==> src/rtl/serial_main_store_pkg.sv <==
// Shared types and width helpers for the bit-serial main store.
// Mode encodings match the 2-bit mode field driven by the control unit.
package serial_main_store_pkg;

   typedef enum logic [1:0] {
      MS_READ     = 2'b00,
      MS_WRITE    = 2'b01,
      MS_ZERO     = 2'b10,
      MS_EXCHANGE = 2'b11
   } ms_mode_t;

   typedef enum logic {
      MS_IDLE = 1'b0,
      MS_XFER = 1'b1
   } ms_state_t;

   localparam int MS_WORD_LENGTH_DEF = 20;
   localparam int MS_DEPTH_DEF       = 32;

   // Index width for n items, never narrower than one bit.
   function automatic int ms_width(input int n);
      return (n > 1) ? $clog2(n) : 1;
   endfunction

endpackage

==> src/rtl/serial_main_store_if.sv <==
// Bus between the serial datapath/front panel (master) and the main store (slave).
// Handshake: req is taken only on a dpg edge while idle; busy then stays high until
// the dpg edge that completes the last digit, which raises done for exactly one clk.
interface serial_main_store_if
   import serial_main_store_pkg::*;
#(
   parameter int WORD_LENGTH = MS_WORD_LENGTH_DEF,
   parameter int DEPTH       = MS_DEPTH_DEF
) ();

   localparam int ADDR_BITS = ms_width(DEPTH);
   localparam int BIT_BITS  = ms_width(WORD_LENGTH);

   logic                   dpg;
   logic                   req;
   logic [1:0]             mode;
   logic [ADDR_BITS-1:0]   addr;
   logic                   data_in;
   logic                   data_out;
   logic                   data_out_valid;
   logic [BIT_BITS-1:0]    bit_idx;
   logic                   busy;
   logic                   done;
   logic                   addr_err;
   logic [ADDR_BITS-1:0]   view_addr;
   logic [WORD_LENGTH-1:0] view_word;
   ms_state_t              state;

   modport master (
      output dpg, req, mode, addr, data_in, view_addr,
      input  data_out, data_out_valid, bit_idx, busy, done, addr_err, view_word, state
   );

   modport slave (
      input  dpg, req, mode, addr, data_in, view_addr,
      output data_out, data_out_valid, bit_idx, busy, done, addr_err, view_word, state
   );

endinterface

==> src/rtl/serial_main_store_digit_counter.sv <==
// Digit-period counter: steps 0..WORD_LENGTH-1 on enabled clocks, wrapping after
// the last digit; clr restarts it at digit 0 when a transfer is accepted.
module ms_digit_counter
   import serial_main_store_pkg::*;
#(
   parameter int WORD_LENGTH = MS_WORD_LENGTH_DEF
) (
   input  logic                               clk,
   input  logic                               rst_n,
   input  logic                               clr,
   input  logic                               en,
   output logic [ms_width(WORD_LENGTH)-1:0]   count,
   output logic                               last
);

   localparam int                  BIT_BITS = ms_width(WORD_LENGTH);
   localparam logic [BIT_BITS-1:0] LAST_IDX = BIT_BITS'(WORD_LENGTH - 1);

   always_ff @(posedge clk or negedge rst_n) begin
      if (!rst_n) begin
         count <= '0;
      end else if (clr) begin
         count <= '0;
      end else if (en) begin
         count <= last ? '0 : count + BIT_BITS'(1);
      end
   end

   assign last = (count == LAST_IDX);

endmodule

==> src/rtl/serial_main_store.sv <==
// Bit-serial multi-word main store: one digit per dpg period, LSB first, with
// read / write / zero / exchange transfers and a parallel monitor port.
module serial_main_store
   import serial_main_store_pkg::*;
#(
   parameter int WORD_LENGTH = MS_WORD_LENGTH_DEF,
   parameter int DEPTH       = MS_DEPTH_DEF
) (
   input logic               clk,
   input logic               rst_n,
   serial_main_store_if.slave bus
);

   localparam int                   ADDR_BITS = ms_width(DEPTH);
   localparam int                   BIT_BITS  = ms_width(WORD_LENGTH);
   localparam logic [ADDR_BITS:0]   DEPTH_LIM = (ADDR_BITS + 1)'(DEPTH);

   ms_state_t              state_q, state_d;
   ms_mode_t               mode_q;
   logic [ADDR_BITS-1:0]   addr_q;
   logic [WORD_LENGTH-1:0] mem [DEPTH];
   logic [BIT_BITS-1:0]    bit_idx;
   logic                   last_digit;
   logic                   accept;
   logic                   step;
   logic                   in_range;
   logic                   rd_bit;
   logic                   wr_bit;
   logic                   wr_en;
   logic                   rd_en;
   logic                   data_out_q;
   logic                   valid_q;
   logic                   done_q;
   logic                   addr_err_q;

   // Next-state: accept only on a dpg edge while idle; leave after the last digit.
   always_comb begin
      state_d = state_q;
      accept  = 1'b0;
      step    = 1'b0;
      case (state_q)
         MS_IDLE: begin
            if (bus.dpg && bus.req) begin
               accept  = 1'b1;
               state_d = MS_XFER;
            end
         end
         MS_XFER: begin
            if (bus.dpg) begin
               step = 1'b1;
               if (last_digit) begin
                  state_d = MS_IDLE;
               end
            end
         end
         default: state_d = MS_IDLE;
      endcase
   end

   ms_digit_counter #(
      .WORD_LENGTH (WORD_LENGTH)
   ) u_digit_counter (
      .clk   (clk),
      .rst_n (rst_n),
      .clr   (accept),
      .en    (step),
      .count (bit_idx),
      .last  (last_digit)
   );

   assign in_range = ({1'b0, addr_q} < DEPTH_LIM);
   assign rd_bit   = in_range ? mem[addr_q][bit_idx] : 1'b0;
   assign wr_bit   = (mode_q == MS_ZERO) ? 1'b0 : bus.data_in;
   assign wr_en    = step && in_range && (mode_q != MS_READ);
   assign rd_en    = step && ((mode_q == MS_READ) || (mode_q == MS_EXCHANGE));

   always_ff @(posedge clk or negedge rst_n) begin
      if (!rst_n) begin
         state_q    <= MS_IDLE;
         mode_q     <= MS_READ;
         addr_q     <= '0;
         data_out_q <= 1'b0;
         valid_q    <= 1'b0;
         done_q     <= 1'b0;
         addr_err_q <= 1'b0;
      end else begin
         state_q    <= state_d;
         valid_q    <= 1'b0;
         done_q     <= 1'b0;
         addr_err_q <= 1'b0;
         if (accept) begin
            mode_q <= ms_mode_t'(bus.mode);
            addr_q <= bus.addr;
         end
         if (rd_en) begin
            data_out_q <= rd_bit;
            valid_q    <= 1'b1;
         end
         if (step && last_digit) begin
            done_q     <= 1'b1;
            addr_err_q <= !in_range;
         end
      end
   end

   // Exchange reads the old digit here before the same edge overwrites it.
   always_ff @(posedge clk or negedge rst_n) begin
      if (!rst_n) begin
         for (int i = 0; i < DEPTH; i++) begin
            mem[i] <= '0;
         end
      end else if (wr_en) begin
         mem[addr_q][bit_idx] <= wr_bit;
      end
   end

   always_comb begin
      bus.view_word = '0;
      if ({1'b0, bus.view_addr} < DEPTH_LIM) begin
         bus.view_word = mem[bus.view_addr];
      end
   end

   assign bus.data_out       = data_out_q;
   assign bus.data_out_valid = valid_q;
   assign bus.bit_idx        = bit_idx;
   assign bus.busy           = (state_q == MS_XFER);
   assign bus.done           = done_q;
   assign bus.addr_err       = addr_err_q;
   assign bus.state          = state_q;

endmodule

==> src/flat_wrapper.sv <==
// flat-port wrapper written by rule: the top's interface ports become plain ports
module serial_main_store_flat import serial_main_store_pkg::*;
#(
   parameter int WORD_LENGTH = MS_WORD_LENGTH_DEF,
   parameter int DEPTH       = MS_DEPTH_DEF
)
  (clk, rst_n, bus_dpg, bus_req, bus_mode, bus_addr, bus_data_in, bus_view_addr, bus_data_out, bus_data_out_valid, bus_bit_idx, bus_busy, bus_done, bus_addr_err, bus_view_word, bus_state);
  serial_main_store_if #(.WORD_LENGTH(WORD_LENGTH), .DEPTH(DEPTH)) bus_i ();
  input logic clk;
  input logic rst_n;
  input wire logic [$bits(bus_i.dpg)-1:0] bus_dpg;
  input wire logic [$bits(bus_i.req)-1:0] bus_req;
  input wire logic [$bits(bus_i.mode)-1:0] bus_mode;
  input wire logic [$bits(bus_i.addr)-1:0] bus_addr;
  input wire logic [$bits(bus_i.data_in)-1:0] bus_data_in;
  input wire logic [$bits(bus_i.view_addr)-1:0] bus_view_addr;
  output wire logic [$bits(bus_i.data_out)-1:0] bus_data_out;
  output wire logic [$bits(bus_i.data_out_valid)-1:0] bus_data_out_valid;
  output wire logic [$bits(bus_i.bit_idx)-1:0] bus_bit_idx;
  output wire logic [$bits(bus_i.busy)-1:0] bus_busy;
  output wire logic [$bits(bus_i.done)-1:0] bus_done;
  output wire logic [$bits(bus_i.addr_err)-1:0] bus_addr_err;
  output wire logic [$bits(bus_i.view_word)-1:0] bus_view_word;
  output wire logic [$bits(bus_i.state)-1:0] bus_state;
  assign bus_i.dpg = bus_dpg;
  assign bus_i.req = bus_req;
  assign bus_i.mode = bus_mode;
  assign bus_i.addr = bus_addr;
  assign bus_i.data_in = bus_data_in;
  assign bus_i.view_addr = bus_view_addr;
  assign bus_data_out = bus_i.data_out;
  assign bus_data_out_valid = bus_i.data_out_valid;
  assign bus_bit_idx = bus_i.bit_idx;
  assign bus_busy = bus_i.busy;
  assign bus_done = bus_i.done;
  assign bus_addr_err = bus_i.addr_err;
  assign bus_view_word = bus_i.view_word;
  assign bus_state = bus_i.state;
  serial_main_store #(.WORD_LENGTH(WORD_LENGTH), .DEPTH(DEPTH)) u_core (.clk(clk), .rst_n(rst_n), .bus(bus_i));
endmodule
==> config.mk <==
export PLATFORM = sky130hd
export DESIGN_NAME = serial_main_store_flat
export DESIGN_NICKNAME = d
export VERILOG_FILES = /design/src/rtl/serial_main_store_pkg.sv /design/src/rtl/serial_main_store_if.sv /design/src/rtl/serial_main_store_digit_counter.sv /design/src/rtl/serial_main_store.sv /design/src/flat_wrapper.sv
export SDC_FILE = /design/constraint.sdc
export NUM_CORES = 1
export LEC_CHECK = 0
export CORE_MARGIN = 8
export CORE_UTILIZATION = 25
export CTS_BUF_LIST = sky130_fd_sc_hd__clkbuf_16
export CTS_CLUSTER_DIAMETER = 100
export DETAILED_ROUTE_END_ITERATION = 16
export PLACE_DENSITY = 0.47
export SYNTH_ARGS = -nofsm -noshare
export SYNTH_HDL_FRONTEND = slang
export SYNTH_SLANG_ARGS = --single-unit
export TNS_END_PERCENT = 20
==> constraint.sdc <==
create_clock -name clk -period 4.55 [get_ports clk]
set_input_delay 0.91 -clock clk [delete_from_list [all_inputs] [get_ports clk]]
set_output_delay 0.91 -clock clk [all_outputs]
set_load 0.02 [all_outputs]
# ---- Word level (Yosys, flattened, before mapping)
# Index checks and enable logic that the tools add are counted.
# Widths: inputs -> output; s select.
dict set report classes {
  add_sub_neg 1
  magnitude_cmp 5
  n_eq_ne 3
  mux 26
  n_bitwise 3
  reduce_logical 10
}
# operator n
set ops {}
lappend ops {{$bwmux 640} 1}
lappend ops {{$bmux 20 s5} 2}
lappend ops {{$demux 20 s5} 1}
lappend ops {{$mux 20} 5}
lappend ops {{$mux 5} 3}
lappend ops {{$ge 6x6->1 const B} 2}
lappend ops {{$not 5->6} 2}
lappend ops {{$mux 1} 11}
lappend ops {{$logic_and 1x1->1} 6}
lappend ops {{$lt 5x6->1 const B} 1}
lappend ops {{$lt 6x1->1 const B} 1}
lappend ops {{$add 5x1->5 const B} 1}
lappend ops {{$bmux 1 s5} 1}
lappend ops {{$demux 1 s5} 1}
lappend ops {{$eq 5x5->1 const B} 1}
lappend ops {{$ge 5x1->1 const B} 1}
lappend ops {{$eq 2x2->1 const B} 2}
lappend ops {{$reduce_bool 2->1} 2}
lappend ops {{$logic_not 2->1} 1}
lappend ops {{$pmux 1 s2} 1}
lappend ops {{$logic_or 1x1->1} 1}
lappend ops {{$not 1->1} 1}
dict set report word_totals {
  register_bits 656
  inputBits 17
  out_inout_bits 31
}

# ---- Longest topological paths before layout
dict set report logic_depth {
  word_depth 7
  ltp_mapped 13
  depth_no_buf 7
}

# ---- Hierarchy
# From an unflattened synthesis, not the netlist that was laid out.
dict set report unflattened {
  hier_cells 3297
  hier_area_um2 36670.2
}
# module n_inst cells_per_inst area_per_inst_um2
set by_module_without_submodules {}
lappend by_module_without_submodules {serial_main_store 1 3270 36398.7}
lappend by_module_without_submodules {ms_digit_counter 1 27 271.5}

# ---- Least setup slack after synthesis
# Ideal clock, no wire load.
dict set report synth_timing {
  path_kind {input to output}
  from {input port bus_view_addr[0]}
  to {output port bus_view_word[12]}
  t_arrival_ns 3.252
  slack_ns 0.388
  path_stages 6
  n_path_buf 3
  path_cell_list {clkbuf_1 clkbuf_1 buf_1 mux4_2 mux4_2 mux2_2}
}
dict set report synth_via {
  elab_chain_cells 4
}
# element line_no
set synth_rtl {}
lappend synth_rtl {{start: declaration} flat_wrapper.sv:16} ;# input wire logic [$bits(bus_i.view_addr)-1:0] bus_view_addr;
lappend synth_rtl {{$not 5->6 (implied by the code)} serial_main_store.sv:120} ;# bus.view_word = mem[bus.view_addr];
lappend synth_rtl {{$bmux 20 s5} serial_main_store.sv:120}
lappend synth_rtl {{$mux 20 (implied by the code) (2 in a row)} serial_main_store.sv:120}
lappend synth_rtl {{end: declaration} flat_wrapper.sv:23} ;# output wire logic [$bits(bus_i.view_word)-1:0] bus_view_word;
# No other way between the ends. The select of a mux whose other input is x is not followed.

# ---- Worst setup path after layout
dict set report layout_timing {
  from {input port bus_view_addr[0]}
  to {output port bus_view_word[2]}
}
# Same word-level chain as after synthesis.

==> summary.txt <==
Status
  – Status: finished clean

Timing
  – Minimum clock period: 4382 ps
  – Slew margin rel.: 13.88%
  – RSZ-0062 raised after global routing: false
  – Worst slew pin tran: 1286 ps
  – Max Freq: 228.2 MHz
  – Final max-slew violation count: 0
  – Hold_ws: 303.8 ps
  – Final worst-path cycle share: 96.30%
  – Post-route setup slack: 168.2 ps
  – Final Hold Fails: 0
  – Final setup fails: 0
  – TNS Setup: 0 ps
  – Layout Skew: 25.32 ps

Clock network
  – Reg clk slew, reported paths: 60 ps
  – TritonCTS Buffers: 76
  – Post-CTS sizing: 0
  – CTS tree: done
  – Skew-Pair Late Insertion Delay: 670 ps
  – Clk sinks: 656
  – # H-tree levels: 3
  – Cts hold-fix bufs: 0
  – CTS Root Buffer Type: clkbuf_16
  – Post-CTS Setup Inserts: 0
  – Number of buffers on the longest clock path: 3

Global route
  – First-pass GRT wire length: 209000 um
  – Number of global-route vias before repair: 27060
  – Gr usage total: 17.77%
  – Largest net degree at the start of global routing: 93
  – Initial antenna violation count: 3
  – Total gr overflow: 0

Synth
  – Synth Area per Inst: 11.67 um2
  – Netlist cell types: 58
  – Syn Nets: 3171
  – Synth Cell Area: 36740 um2
  – Async SR Flop Fraction: 100.0%
  – Dominant synthesized flop cell: dfrtp_1
  – Cells after Synth: 3148
  – Post-synthesis sequential area ratio: 44.68%
  – Yosys reg bits: 656
  – Synth Warn #: 0
  – Post-synth EDFFs: 0

Finish
  – Most common cell after layout, fill and taps aside: o21ai_0
  – Commonest non-fill, non-tap cells in the layout: 662 x o21ai_0, 651 x dfrtp_1, 642 x o31ai_1
  – Final #Nets: 3020
  – Storage cell area: 16430 um2
  – Multi-input combinational cell area: 18580 um2
  – Fraction of layout cells with a size suffix above 1: 23.05%
  – P&R area growth vs syn: 14.74%
  – Fin util: 28.93%
  – Fillers: 14970

Worst setup path
  – Worst Setup Start Kind: primary input
  – Worst path bufs/invs: 3
  – R2R setup slack: 900 ps
  – CP most frequent cell: mux4_2
  – Crit-path leading delay family: multiplexers
  – CP required: 3640 ps
  – Worst stage delay on the critical path: 550 ps
  – Worst Path Max Fanout: 23
  – Critical path's slowest cell: clkdlybuf4s50_1
  – CP arrival: 3470 ps
  – Cell Chain, Critical Path: buf_8, buf_12, mux4_2, mux4_2, mux2_2, clkdlybuf4s50_1
  – Kind of critical path: primary input to output port
  – Crit. End Element: output port

Drt
  – Wire per inst: 29.07 um
  – Total Routed Length: 144500 um
  – Drt drc: 0
  – DRT Pass-1 Iters: 6
  – DR iter-0 viols: 3248
  – Via count: 28570
  – Drt via density: 5.745
  – Post-DRT Antenna Nets: 0

Floorplan
  – Die height: 399.4 um
  – Rows: 140
  – Core area: 145700 um2
  – Die Footprint: 159500 um2
  – Die W: 399.4 um
  – I/O pin cnt: 48
  – Initial Util: 25.21%

Power
  – Leakage: 16.20 nW
  – Logic pwr share: 25.1%
  – Internal power: 0.01115 W
  – Pwr dens: 410.0 nW/um2
  – Switching Fraction: 35.48%
  – VDD IR max: 301.1 uV
  – Register share of total power: 37.8%
  – Clk network pwr share: 37.0%
  – P_sw: 0.006134 W

Flow run
  – # Max-Cap Violations: 0

Worst hold path
  – Min-Delay Path Class: primary input to async pin

Placed design
  – Routability cong.: 0.8491
  – Hpwl dp: 89590 um
  – Port bufs: 46
  – Post-Place Setup Slack: 122.8 ps
==> registers in the layout, summed over array words and instances (netlist names) <==
| name | flops |
|---|---|
| u_core.addr_q | 5 |
| u_core.bus.busy | 1 |
| u_core.bus.data_out | 1 |
| u_core.bus.data_out_valid | 1 |
| u_core.bus.done | 1 |
| u_core.mem | 640 |
| u_core.mode_q | 2 |
| u_core.u_digit_counter.count | 5 |
==> power by group through the flow <==
stage               registers, W  clock network [W]  logic, W
finish                   0.00654            0.00640   0.00434
global route             0.00657            0.00673   0.00451
CTS                      0.00652            0.00654   0.00432
detailed placement       0.00662                  0   0.00431
global placement         0.00664                  0   0.00431
floorplan                0.00636                  0   0.00252
==> worst paths after layout <==
kind                                                   start                               to  cells past startpoint
worst min register to register  u_core.mode_q[0]$_DFFE_PN0P_     u_core.mode_q[0]$_DFFE_PN0P_                      1
min in group clk                u_core.mode_q[0]$_DFFE_PN0P_     u_core.mode_q[0]$_DFFE_PN0P_                      1
worst max register to register  u_core.addr_q[0]$_DFFE_PN0P_  u_core.bus.data_out$_DFFE_PN0P_                      9
worst max-delay path                        bus_view_addr[0]                 bus_view_word[2]                      6
worst min-delay path                                   rst_n       u_core.mem[63]$_DFFE_PN0P_                      1
max in group asynchronous                              rst_n      u_core.mem[479]$_DFFE_PN0P_                      2
==> layout make-up <==
type | count | share of cell area (%)
diodes | 1 | 0.005936
clock buffers | 79 | 4.689
clock inverters | 56 | 1.258
inverters | 7 | 0.06233
multi-input cells | 2037 | 44.08
flip-flops and latches | 656 | 38.97
well taps | 1917 | 5.689
repair buffers | 219 | 5.250
==> cell usage after synthesis (all sizes together) (2+ instances only) <==
master   instances  area share, %
nor3            16           0.22
o31ai          642             13
a21oi           13           0.18
inv              5          0.051
nand2           66           0.67
and2            10           0.17
clkbuf         376            3.8
nand4bb          2          0.061
or4b             2          0.054
nor4             7           0.12
ha               6           0.20
and3b            3          0.072
nor2b           11           0.19
o211ai           2          0.041
a22oi           16           0.33
nand4           14           0.24
nand4b           2          0.048
clkinv           2          0.020
buf             72            1.3
or2              4          0.068
mux2i           99            2.7
a221oi          13           0.34
nand2b           6           0.10
o32ai            6           0.14
dfrtp          656             45
o221ai           4          0.095
nand3           15           0.20
a22o            11           0.26
mux4           317             19
o22ai           21           0.36
nor3b            2          0.041
o21ai          662            9.0
o2111ai          5           0.12
mux2            31           0.95
a32o             2          0.054
nor2            11           0.12
==> kinds of logic after synthesis <==
kind of cell | Yosys count | share of synthesized area, %
multiplexers | 447 | 23.14
AO/OA/AOI/OAI | 1405 | 24.26
other | 1 | 0.01021
buffers and inverters | 455 | 5.180
flip-flops | 656 | 44.68
adder cells (fa/ha/maj) | 6 | 0.2043
AND/OR/NAND/NOR | 178 | 2.530
==> stage by stage <==
step / total power, W / std cells / area [um2]
after floorplan: 0.008883 / 3148 / 36740
after global placement: 0.01094 / 4836 / 39650
after detailed placement: 0.01094 / 4836 / 39650
after CTS: 0.01738 / 4971 / 42160
after global routing: 0.01781 / 4971 / 42160
final: 0.01729 / 4972 / 42160
==> metal layers <==
layer / track usage [%] / routed length [um] / vias to the layer above
li1: - / - / 12270
met1: 24.22 / 62560 / 14890
met2: 27.65 / 65770 / 1131
met3: 3.106 / 9431 / 274
met4: 7.880 / 6775 / 0
met5: 0 / 0 / -
Note: power is estimated with default switching activity, not from simulation.
